### config.mk
export PLATFORM = sky130hd
export DESIGN_NAME = sparse_bitstream_decoder
export DESIGN_NICKNAME = d
export VERILOG_FILES = /design/src/rtl/sparserdes_pkg.sv /design/src/rtl/sparse_prio_enc.sv /design/src/rtl/sparse_bitstream_decoder.sv
export SDC_FILE = /design/constraint.sdc
export NUM_CORES = 1
export LEC_CHECK = 0
export ABC_CLOCK_PERIOD_IN_PS = 2900
export BUFFER_PORTS_ARGS = -buffer_cell sky130_fd_sc_hd__buf_2
export CORE_UTILIZATION = 35
export DETAILED_ROUTE_END_ITERATION = 10
export GPL_TIMING_DRIVEN = 1
export MAX_ROUTING_LAYER = met4
export SYNTH_ARGS = -nofsm -noshare
export SYNTH_HDL_FRONTEND = slang
export SYNTH_HIERARCHICAL = 1
export SYNTH_SLANG_ARGS = --single-unit
### constraint.sdc
create_clock -name clk -period 2.9 [get_ports clk]
set_clock_uncertainty 0.05 [all_clocks]
set_input_delay 0 -clock clk [delete_from_list [all_inputs] [get_ports clk]]
set_output_delay 0 -clock clk [all_outputs]
set_load 0.05 [all_outputs]
### src/rtl/sparserdes_pkg.sv
// Shared definitions for the sparse serializer/deserializer pair.
//   state_t    : FSM encoding shared by the serializer and the decoder.
//   addr_width : address width for a bitmap of 'size' channels (min 1 bit).
package sparserdes_pkg;

  typedef enum logic [1:0] {
    IDLE = 2'd0,
    RECV = 2'd1,
    EMIT = 2'd2,
    DONE = 2'd3
  } state_t;

  function automatic int unsigned addr_width(input int unsigned size);
    return (size < 2) ? 1 : $clog2(size);
  endfunction

endpackage

### src/rtl/sparse_prio_enc.sv
// Lowest-set-bit priority encoder, purely combinational.
//   bitmap  : SIZE-bit input vector
//   index   : index of the lowest set bit (0 when bitmap is empty)
//   any_set : at least one bit of bitmap is set
module sparse_prio_enc
  import sparserdes_pkg::*;
#(
  parameter int unsigned SIZE   = 8,
  parameter int unsigned ADDR_W = addr_width(SIZE)
) (
  input  logic [SIZE-1:0]   bitmap,
  output logic [ADDR_W-1:0] index,
  output logic              any_set
);

  always_comb begin
    index   = '0;
    any_set = 1'b0;
    for (int unsigned i = 0; i < SIZE; i++) begin
      if (bitmap[i] && !any_set) begin
        index   = ADDR_W'(i);
        any_set = 1'b1;
      end
    end
  end

endmodule

### src/rtl/sparse_bitstream_decoder.sv
// Sparse bitstream decoder: samples a framed serial bitmap (start bit 1,
// then SIZE data bits, address 0 first), then presents the address of each
// set bit, lowest first, over a valid/ready handshake, and pulses done once
// the frame has been fully emitted.
//   clk, reset     : clock, synchronous active-high reset
//   enable         : when low every register holds and the line is ignored
//   clear          : clears the sticky overrun flag
//   bitstream_in   : serial input line, idles low
//   addr_out       : current address (holds last value when not valid)
//   addr_valid     : addr_out valid
//   addr_ready     : consumer accepts addr_out
//   done           : one-cycle end-of-frame pulse
//   busy           : FSM not in IDLE
//   overrun        : sticky, start bit seen while emitting / finishing
module sparse_bitstream_decoder
  import sparserdes_pkg::*;
#(
  parameter int unsigned SIZE   = 8,
  parameter int unsigned ADDR_W = addr_width(SIZE)
) (
  input  logic              clk,
  input  logic              reset,
  input  logic              enable,
  input  logic              clear,
  input  logic              bitstream_in,
  output logic [ADDR_W-1:0] addr_out,
  output logic              addr_valid,
  input  logic              addr_ready,
  output logic              done,
  output logic              busy,
  output logic              overrun
);

  state_t              state_q, state_d;
  logic [SIZE-1:0]     bitmap_q, bitmap_d;
  logic [ADDR_W-1:0]   cnt_q, cnt_d;
  logic [ADDR_W-1:0]   last_q, last_d;
  logic                overrun_q, overrun_d;

  logic [ADDR_W-1:0]   enc_idx;
  logic                enc_any;
  logic [SIZE-1:0]     recv_map;
  logic [SIZE-1:0]     clr_mask;

  sparse_prio_enc #(
    .SIZE   (SIZE),
    .ADDR_W (ADDR_W)
  ) u_prio_enc (
    .bitmap  (bitmap_q),
    .index   (enc_idx),
    .any_set (enc_any)
  );

  always_comb begin
    state_d   = state_q;
    bitmap_d  = bitmap_q;
    cnt_d     = cnt_q;
    last_d    = last_q;
    overrun_d = overrun_q;

    // Bitmap with the currently sampled data bit merged in; lets the last
    // data bit decide between EMIT and DONE in the same cycle it arrives.
    recv_map          = bitmap_q;
    recv_map[cnt_q]   = bitstream_in;

    clr_mask          = '0;
    clr_mask[enc_idx] = 1'b1;

    if (enable) begin
      if (clear) begin
        overrun_d = 1'b0;
      end
      unique case (state_q)
        IDLE: begin
          if (bitstream_in) begin
            state_d = RECV;
            cnt_d   = '0;
          end
        end
        RECV: begin
          bitmap_d = recv_map;
          if (cnt_q == ADDR_W'(SIZE - 1)) begin
            state_d = (|recv_map) ? EMIT : DONE;
          end else begin
            cnt_d = cnt_q + 1'b1;
          end
        end
        EMIT: begin
          // Set after the clear so a coincident new overrun wins.
          if (bitstream_in) begin
            overrun_d = 1'b1;
          end
          // Remember the presented address so addr_out holds it afterwards.
          last_d = enc_idx;
          if (addr_ready) begin
            bitmap_d = bitmap_q & ~clr_mask;
            if (bitmap_d == '0) begin
              state_d = DONE;
            end
          end
        end
        DONE: begin
          if (bitstream_in) begin
            overrun_d = 1'b1;
          end
          state_d = IDLE;
        end
        default: state_d = IDLE;
      endcase
    end
  end

  always_ff @(posedge clk) begin
    if (reset) begin
      state_q   <= IDLE;
      bitmap_q  <= '0;
      cnt_q     <= '0;
      last_q    <= '0;
      overrun_q <= 1'b0;
    end else begin
      state_q   <= state_d;
      bitmap_q  <= bitmap_d;
      cnt_q     <= cnt_d;
      last_q    <= last_d;
      overrun_q <= overrun_d;
    end
  end

  always_comb begin
    addr_valid = (state_q == EMIT) && enc_any;
    addr_out   = addr_valid ? enc_idx : last_q;
    done       = (state_q == DONE);
    busy       = (state_q != IDLE);
    overrun    = overrun_q;
  end

endmodule

-- After elaboration in Yosys (flattened, before gate mapping)
Index checks and enable logic that the tools add are counted.
- reduce and logical (&&, ||, !) cells: 28
- magnitude comparators: 4
- bitwise operators: 2
- eq/ne operators: 9
- multiply operators: 0
- add/sub/neg operators: 1
- shifts and indexed selects: 0
- mux-type cells: 35
- divide/modulo/power cells: 0
- operator list (cell ; number):
    $mux 3 ; 7
    $pmux 8 s2 ; 1
    $mux 1 ; 15
    $mux 2 ; 6
    $logic_and 1x1->1 ; 10
    $ne 2x2->1 const B ; 5
    $and 8x8->8 ; 1
    $bwmux 8 ; 1
    $logic_not 8->1 ; 1
    $lt 3x4->1 const B ; 2
    $mux 8 ; 1
    $not 8->8 ; 1
    $pmux 2 s4 ; 1
    $reduce_or 8->1 ; 1
    $logic_not 1->1 ; 7
    $demux 1 s3 ; 2
    $ge 3x1->1 const B ; 2
    $pmux 3 s2 ; 1
    $reduce_bool 2->1 ; 3
    $reduce_and 5->1 ; 1
    $eq 2x2->1 const B ; 2
    $reduce_and 4->1 ; 1
    $add 3x1->3 const B ; 1
    $eq 3x3->1 const B ; 1
    5 further kinds ; 5
- output and inout port bits: 7
- word-level logic and storage cells: 84
- bits of input ports: 6
- memories kept: 0
- memory bits (read-only): 0
- latch bits: 0
- memory bits (writable): 0
- bits in registers: 17

-- Logic depth before layout (Yosys ltp)
Gate-level depths: netlist (run 1).
- word-level depth: 32
- mapped depth: 10

-- Cells and area by module
The synthesis (run 1) kept the hierarchy.
- modules (own cells, without submodules) (module ; instances ; sequential area each (µm²) ; cells an instance ; area each (µm²)):
    sparse_bitstream_decoder ; 1 ; 340.3 ; 178 ; 1310.0
    sparse_prio_enc ; 1 ; 0.0 ; 14 ; 82.6

-- Worst setup path before layout (run 1)
OpenSTA, ideal clock, no wires.
- path type: reg-to-reg
- start point: reg bitmap_q[3]
- end point: reg state_q[0]
- arrival time: 2158 ps
- slack: 618 ps
- period minus slack after synthesis: 2282 ps
- library setup time: 74 ps
- required time: 2776 ps
- buffers on the path: 1
- stages on the path, launching flop included: 11
- path through: dfxtp_1 > nor3b_1 > a21oi_1 > o41ai_1 > buf_4 > or3b_1 > a21oi_1 > nor2_1 > o31a_1 > a211o_1 > a31oi_1
- cells in the longest elaborated chain, start to end: 23
- ends and longest elaborated chain (what ; line ; text):
    start, declared ; sparse_bitstream_decoder.sv:35 ; logic [SIZE-1:0] bitmap_q, bitmap_d;
    start signal, assigned ; sparse_bitstream_decoder.sv:122 ; bitmap_q <= bitmap_d;
    $logic_and 1x1->1 (*) ; sparse_prio_enc.sv:20 ; if (bitmap[i] && !any_set) begin
    $mux 1 ; sparse_prio_enc.sv:20 ;
    $logic_not 1->1 ; sparse_prio_enc.sv:20 ;
    $logic_and 1x1->1 ; sparse_prio_enc.sv:20 ;
    $mux 1 ; sparse_prio_enc.sv:20 ;
    $logic_not 1->1 ; sparse_prio_enc.sv:20 ;
    $logic_and 1x1->1 ; sparse_prio_enc.sv:20 ;
    $mux 1 ; sparse_prio_enc.sv:20 ;
    [6 not listed] ; n/a ;
    net enc_idx[0] ; sparse_bitstream_decoder.sv:40 ; logic [ADDR_W-1:0] enc_idx;
    [1 not listed] ; n/a ;
    $logic_and 1x1->1 (not written as such) ; sparse_bitstream_decoder.sv:67 ; clr_mask[enc_idx] = 1'b1;
    $mux 1 (not written as such) ; sparse_bitstream_decoder.sv:67 ;
    $demux 1 s3 (*) ; sparse_bitstream_decoder.sv:67 ;
    $not 8->8 (*) ; sparse_bitstream_decoder.sv:96 ; bitmap_d = bitmap_q & ~clr_mask;
    $and 8x8->8 (*) ; sparse_bitstream_decoder.sv:96 ;
    $logic_not 8->1 (*) ; sparse_bitstream_decoder.sv:97 ; if (bitmap_d == '0) begin
    $ne 2x2->1 (no line) (*) ; n/a ;
    $reduce_and 5->1 (no line) (*) ; n/a ;
    end signal, assigned ; sparse_bitstream_decoder.sv:121 ; state_q <= state_d;
    end, declared ; sparse_bitstream_decoder.sv:34 ; state_t state_q, state_d;
Mark *: on every way through the listed nets, which the timed path passes. The rest lies on a longest branch. The select of a mux whose other input is x is not followed.
A chain may end at the register's enable or synchronous reset.

-- Worst setup path after layout (run 1)
- start point: reg bitmap_q[4]
- end point: reg state_q[0]
- cells in the longest elaborated chain, start to end: 20
- ends and longest elaborated chain (what ; line):
    $logic_and 1x1->1 (*) ; sparse_prio_enc.sv:20
    $mux 1 ; sparse_prio_enc.sv:20
    $logic_not 1->1 ; sparse_prio_enc.sv:20
    $logic_and 1x1->1 ; sparse_prio_enc.sv:20
    $mux 1 ; sparse_prio_enc.sv:20
    $logic_not 1->1 ; sparse_prio_enc.sv:20
    $logic_and 1x1->1 ; sparse_prio_enc.sv:20
    $mux 1 ; sparse_prio_enc.sv:20
    [3 not listed] ; n/a
    net enc_idx[2] ; sparse_bitstream_decoder.sv:40
    [1 not listed] ; n/a
    $logic_and 1x1->1 (not written as such) ; sparse_bitstream_decoder.sv:67
    $mux 1 (not written as such) ; sparse_bitstream_decoder.sv:67
    $demux 1 s3 (*) ; sparse_bitstream_decoder.sv:67
    $not 8->8 (*) ; sparse_bitstream_decoder.sv:96
    $and 8x8->8 (*) ; sparse_bitstream_decoder.sv:96
    $logic_not 8->1 (*) ; sparse_bitstream_decoder.sv:97
    $ne 2x2->1 (no line) (*) ; n/a
    $reduce_and 5->1 (no line) (*) ; n/a
Marked as above.

==> out/qor.yml, run 1 <==
wl_mm: 3.35
place_congestion: 0.850
reg2reg_from: "bitmap_q[4]"
setup.worst_path.class: "register to register"
maxCapViolCount: 0
grt_overflow: 0
portBuffers: 12
antenna_found_initial: 0
pwr-share-seq: 0.462
start_util: 0.372
crit_fanout: 10
grt_max_degree: 21
die_w_um: 65.1
syn-num-nets: 204
critPathLaunchType: "register"
syn-cell-area_mm2: 0.00139
dpl.hpwl_mm: 2.36
ys_ff_latch: 17
ir_worst_vdd_mv: 0.287
diodes: 0
rr_endpoint: "state_q[0]"
dieArea_mm2: 0.00423
end_kind: "register"
synth_top_cell_area_share: 0.244
clkLatencyLatePin_ns: 0.26
synth_common_cells: "a21oi_1, nor2_1, dfxtp_1"
max_stage_delay_ns: 0.41
rows: 22
root_buffer: "clkbuf_8"
reg2reg_depth: 9
reg2reg_setup_slack_ns: 0.37
synthTopCellsByArea: "dfxtp_1, a21oi_1, nor2_1"
maxSlewViolCount: 0
synth_ff_type: "dfxtp_1"
worstPathCellList: "nor4_1 -> nor2b_1 -> buf_4 -> or3b_1 -> a21oi_1 -> nor2_1 -> o31a_1 -> a211o_1 -> a31oi_1"
hold_violations: 0
die_h_um: 65.1
core_mm2: 0.00374
yosys.area.top_type: "dfxtp_1"
final_antenna_net_count: 0
worstSetupPathDepth: 9
cp_data_required_time_ns: 3.04
relSlewSlack: 0.556
critPathArrivalTime_ns: 2.67
min_period_ns: 2.53
via_per_inst: 5.38
grt_setup_unrepaired: "no"
synth-edff-count: 0
power_frac_comb: 0.191
cts_buffer_depth: 2
layout.nets: 212
route.vias.total: 1330
yosysWarnings: 6
crit_path_end: "state_q[0]"
syn_inst: 192
cts_tree: "yes"
power.share.switching: 0.305
timing.final.crit_share: 0.874
worst_pin_slew_ns: 0.665
critPathBufInv: 1
seq_area_frac_synth: 0.244
dr.pass1.iters: 4
status: "finished, final reports clean"
p_per_area_mw_per_mm2: 349
area_growth_pct: 9.88
power_leakage_nw: 0.614
async_reset_ff_frac: 0
wl_per_cell_um: 13.6
hold_class: "input pin to register"
io_pins: 13
clock_power_share: 0.347
p_int_mw: 0.371
yosysUniqueCellTypes: 45
holdWs_ns: 0.0325
crit_family: "simple AND/OR/NAND/NOR gates"
clock-sinks: 17
grt_pass1_wl_mm: 5.66
h-tree-depth: 1
fmax_mhz: 395
worst_setup_hold_path_clk_slew_ns: 0.07
fin_setup_tns_ns: 0
setup_viol: 0
crit_start: "bitmap_q[4]"
cp_slowest_cell: "dfxtp_1"
synth_area_per_cell_um2: 7.25
track_usage: 0.180
grt_pass1_vias: 1131
p_switching_mw: 0.163
drc: 0
numCtsBuffers: 3
first_iter_violations: 79
drive_gt1_frac: 0.146
==> layer usage <==
metal | track usage | vias to the layer above | wire, um
met1 | 0.250 | 607 | 1630
met2 | 0.257 | 26 | 1550
met3 | 0.0370 | 2 | 151
li1 | - | 695 | -
met4 | 0.0598 | 0 | 22
met5 | - | - | 0
==> worst min path at each step <==
stage / startpoint / to / slack [ns] / depth (start not counted)
global route: enable / last_q[2] / 0.06 / 3
finish: enable / last_q[2] / 0.03 / 3
floorplan: reset / cnt_q[1] / 0.13 / 2
CTS: enable / last_q[2] / 0.03 / 3
global placement: clear / overrun / 0.24 / 4
detailed placement: clear / overrun / 0.24 / 4
==> logic make-up (layout without fill, tap and decap cells) <==
kind of cell,count (synthesis),in the layout,share of synthesized area
AND/OR/NAND/NOR,80,80,0.296
XOR/XNOR,1,1,0.00629
buffers and inverters,24,31,0.0791
flip-flops,17,17,0.244
multiplexers,11,11,0.0827
AO/OA/AOI/OAI,53,53,0.238
adder cells (fa/ha/maj),6,6,0.0539
==> stage by stage <==
stage,instance area [um2],util,instances,power (mW),setup slack [ns]
after global placement,1470,0.394,242,0.352,0.422
after detailed placement,1470,0.394,242,0.353,0.427
after global routing,1530,0.409,247,0.564,0.232
after CTS,1530,0.409,247,0.540,0.395
final,1530,0.409,247,0.534,0.366
after floorplan,1390,-,192,0.330,0.618
==> state kept, by name, indices dropped and copies added (netlist names) <==
register	cells
last_q	3
overrun	1
state_q	2
bitmap_q	8
cnt_q	3
==> area by class of cell <==
type                    count  area, um2
clock buffers               3       41.3
fillers                   435       2210
inverters                   9       33.8
multi-input cells         151        942
flip-flops and latches     17        340
well taps                  48       60.1
clock inverters             1       5.00
repair buffers             18        108
==> worst reg2reg max path, stage by stage, from the launching register on <==
cell and delay [ns]:
dfxtp_1 0.41, nor4_1 0.39, nor2b_1 0.13, buf_4 0.18, or3b_1 0.37, a21oi_1 0.15
nor2_1 0.05, o31a_1 0.31, a211o_1 0.29, a31oi_1 0.14
==> what timing repair did <==
action / CTS / global route
setup endpoints to repair: 0 / 0
buffers inserted: 0 / 0
resized for setup: 0 / 0
hold buffers: 1 / 0
endpoints found under the hold margin: 1 / 0
==> power groups by stage <==
stage | Combinational, mW | Sequential, mW | Clock, mW
finish | 0.102 | 0.247 | 0.186
global route | 0.114 | 0.248 | 0.202
CTS | 0.102 | 0.247 | 0.191
detailed placement | 0.101 | 0.252 | 0
global placement | 0.100 | 0.252 | 0
floorplan | 0.0809 | 0.249 | 0
==> cell usage in the layout (no fill, tap or decap), types with 2 or more instances in the layout <==
cell | Yosys | layout
nor3b_1 | 4 | 4
a211oi_1 | 2 | 2
nor3_1 | 5 | 5
a31oi_1 | 2 | 2
buf_4 | 1 | 5
a21oi_1 | 24 | 24
mux2_2 | 4 | 4
nor4_1 | 3 | 3
o21ai_0 | 6 | 6
buf_2 | 1 | 12
nand2b_1 | 3 | 3
dfxtp_1 | 17 | 17
inv_1 | 9 | 9
nor2_1 | 24 | 24
nand2_1 | 16 | 16
or3_1 | 2 | 2
nand3b_1 | 5 | 5
nor2b_1 | 2 | 2
or3b_1 | 2 | 2
mux2i_1 | 7 | 7
clkbuf_8 | 0 | 3
a21o_1 | 5 | 5
ha_1 | 6 | 6
a211o_1 | 2 | 2
nand3_1 | 9 | 9
Power figures use the tool's default switching activity.
==> run 2: changes to the inputs <==
--- a/config.mk
+++ b/config.mk
@@ -5,6 +5,7 @@
 export SDC_FILE = /design/constraint.sdc
 export NUM_CORES = 1
 export LEC_CHECK = 0
+export ABC_AREA = 1
 export ABC_CLOCK_PERIOD_IN_PS = 2900
 export BUFFER_PORTS_ARGS = -buffer_cell sky130_fd_sc_hd__buf_2
 export CORE_UTILIZATION = 35
==> run 2 against run 1 <==
  * Setup slack gained 0.47 ns
  * Die area shrank 9.8%
  * First-iteration DRC count shrank 11%
  * Worst hold slack lost 0.025 ns
  * Cell area shrank 8.1%
  * Synthesized cell count grew 2.6%
  * Non-clock buffer count shrank 3
  * Largest power group is now combinational cells
  * Clock-buffer cell count grew 1
==> out/qor.yml, run 2 <==
status: "finished, final reports clean"
core_mm2: 0.00339  # -9.5%
crit_fanout: 6  # -4
yosys.area_share.adder: 0.0600  # +0.00609
worstPathCellList: "nor2_2 -> nand2_1 -> a41oi_1 -> inv_2 -> nand3_1 -> nand2_1 -> nand2_1 -> nor2_1 -> nand2_1 -> nand2_1 -> nand2_1 -> nand2_1 -> nand2_1 -> nor2_1"
critPathBufInv: 1  # unchanged
synth_ff_type: "dfxtp_1"
layout.nets: 226  # +6.6%
seq_area_frac_synth: 0.272  # +0.0276
cp_data_required_time_ns: 3.06  # +0.02 ns
io_pins: 13  # unchanged
dr.pass1.iters: 4  # unchanged
p_int_mw: 0.539  # +45%
synth_common_cells: "nand2_1, nand3_1, nor2_1"
largest-register: "bitmap_q"
p_per_area_mw_per_mm2: 813  # +130%
cp_slowest_cell: "a41oi_1"
start_util: 0.369  # -0.00285
worst_setup_hold_path_clk_slew_ns: 0.11  # +0.04 ns
p_switching_mw: 0.605  # +270%
grt_overflow: 0  # unchanged
min_period_ns: 2.06  # -0.473 ns
drc: 0  # unchanged
yosysUniqueCellTypes: 26  # -42%
antenna_found_initial: 0  # unchanged
diodes: 0  # unchanged
synth_top_family_by_area: "simple AND/OR/NAND/NOR gates"
die_w_um: 61.8  # -5.0%
multi_input_area_um2: 816  # -13%
largest_register_ff_count: 8  # unchanged
seqCellArea_um2: 340  # unchanged
yosysWarnings: 6  # unchanged
reg2reg_setup_slack_ns: 0.84  # +0.47 ns
root_buffer: "clkbuf_4"
grt_max_degree: 17  # -19%
yosys.area_share.simple: 0.380  # +0.0844
setup.worst_path.class: "register to register"
power_leakage_nw: 0.620  # +0.90%
die_h_um: 61.8  # -5.0%
syn-num-nets: 209  # +2.5%
setup_viol: 0  # unchanged
holdWs_ns: 0.00725  # -0.0253 ns
dieArea_mm2: 0.00382  # -9.8%
via_per_inst: 5.12  # -4.8%
first_iter_violations: 70  # -11%
maxSlewViolCount: 0  # unchanged
wl_per_cell_um: 12.1  # -11%
pwr-share-seq: 0.311  # -0.151
clkLatencyLatePin_ns: 0.30  # +0.04 ns
max_stage_delay_ns: 0.44  # +0.03 ns
rows: 21  # -4.5%
synth.most_common_cell: "nand2_1"
crit_family: "simple AND/OR/NAND/NOR gates"
syn-cell-area_mm2: 0.00125  # -10%
drive_gt1_frac: 0.146  # -0.000189
final_common_cell: "nand2_1"
place_congestion: 0.812  # -4.5%
relSlewSlack: 0.594  # +0.0385
maxCapViolCount: 0  # unchanged
yosys.area.top_type: "dfxtp_1"
n_fill_cell: 369  # -15%
critPathArrivalTime_ns: 2.23  # -0.44 ns
ys_ff_latch: 17  # unchanged
synth-edff-count: 0  # unchanged
wl_met1_mm: 1.61  # -1.0%
area_growth_pct: 12.4
hold_violations: 0  # unchanged
cpMostUsedCell: "nand2_1"
final_antenna_net_count: 0  # unchanged
grt_setup_unrepaired: "no"
fin_setup_tns_ns: 0  # unchanged
synth_top_cell_area_share: 0.272  # +0.0276
wl_mm: 3.13  # -6.7%
power.share.switching: 0.529  # +0.224
top_layer_used: "met4"
reg_top3: "bitmap_q x8, cnt_q x3, last_q x3"
syn_inst: 197  # +2.6%
h-tree-depth: 1  # unchanged
wl_met2_mm: 1.37  # -12%
final_cell_mix: "nand2_1, nand3_1, nor2_1"
layout.cells.non_filler: 259  # +4.9%
dr_wl_met3_um: 102  # -32%
ctsResizeCount: 0  # unchanged
async_reset_ff_frac: 0  # unchanged
cts_buffer_depth: 2  # unchanged
cts_tree: "yes"
dpl.hpwl_mm: 2.33  # -1.4%
end_kind: "register"
post-route-util: 0.415  # +0.00616
synthTopCellsByArea: "dfxtp_1, nand2_1, nand3_1"
hold_class: "input pin to register"
fmax_mhz: 485  # +23%
synth_compound_area_frac: 0.212  # -0.0261
synth-xor-area-share: 0  # -0.00629
ir_worst_vdd_mv: 0.365  # +27%
grt_pass1_vias: 1101  # -2.7%
power_frac_comb: 0.567  # +0.376
critPathLaunchType: "register"
synthMuxAreaShare: 0  # -0.0827
numCtsBuffers: 3  # unchanged
worst_pin_slew_ns: 0.609  # -0.0568 ns
clock_power_share: 0.122  # -0.225
clock-sinks: 17  # unchanged
synth_area_per_cell_um2: 6.35  # -12%
track_usage: 0.192  # +0.0122
dpl.cell_count: 253  # +4.5%
portBuffers: 12  # unchanged
route.vias.total: 1327  # -0.23%
grt_pass1_wl_mm: 5.17  # -8.7%
timing.final.crit_share: 0.711  # -0.163
-- run 2: changes by cell type in the layout (fill, tap and decap cells not counted), sizes merged, moves of 5 or more --
cell,change
a21o,-6
a21oi,-11
a31oi,+6
inv,+12
mux2i,-7
nand2,+28
nand3,+21
nand3b,-5
nor3,-5
o21ai,+14
-- run 2: layout make-up --
cell class	count	share of cell area
Clock buffer	4	0.0187
Inverter	21	0.0560
Multi-Input combinational cell	156	0.580
Sequential cell	17	0.242
Tap cell	46	0.0409
Timing Repair Buffer	15	0.0623
-- run 2: worst paths after layout --
kind,start,end,cells after the start
worst max-delay path,bitmap_q[1],state_q[0],14
worst min-delay path,enable,cnt_q[0],3
worst max register to register,bitmap_q[1],state_q[0],14
worst min register to register,last_q[0],last_q[0],2
-- run 2: metal layers --
| metal | global-route usage | up-vias |
|---|---|---|
| met5 | - | - |
| met4 | 0.0825 | 0 |
| met3 | 0.0269 | 5 |
| met2 | 0.275 | 31 |
| met1 | 0.267 | 576 |
| li1 | - | 715 |
-- run 2: worst register-to-register path: stages (launching register included) --
cell	delay (ns)
dfxtp_1	0.39
nor2_2	0.18
nand2_1	0.09
a41oi_1	0.44
inv_2	0.14
nand3_1	0.15
nand2_1	0.06
nand2_1	0.07
nor2_1	0.05
nand2_1	0.05
nand2_1	0.06
nand2_1	0.10
nand2_1	0.06
nand2_1	0.05
nor2_1	0.04
-- run 2: power groups by stage --
stage / clock (mW) / sequential, mW / combinational, mW
finish: 0.139 / 0.356 / 0.649
global route: 0.153 / 0.364 / 0.736
CTS: 0.141 / 0.355 / 0.645
detailed placement: 0 / 0.360 / 0.642
global placement: 0 / 0.362 / 0.643
floorplan: 0 / 0.340 / 0.524
-- run 2: cell families (layout without fill, tap and decap cells) --
family | count (synthesis) | after routing
AND/OR/NAND/NOR | 104 | 104
AO/OA/AOI/OAI | 46 | 46
buffers and inverters | 24 | 40
flip-flops | 17 | 17
adder cells (fa/ha/maj) | 6 | 6
-- run 2: repair_timing --
| item | in CTS | in global routing |
|---|---|---|
| hold buffers | 2 | 0 |
| hold endpoints to repair | 4 | 0 |
| setup buffers | 0 | 0 |
-- run 2: per-stage QoR --
| stage | area, um2 | total power, mW | setup WS (ns) |
|---|---|---|---|
| floorplan | 1250 | 0.864 | 0.733 |
| global placement | 1360 | 1.00 | 0.898 |
| detailed placement | 1360 | 1.00 | 0.891 |
| CTS | 1410 | 1.14 | 0.864 |
| global route | 1410 | 1.25 | 0.604 |
| finish | 1410 | 1.14 | 0.839 |
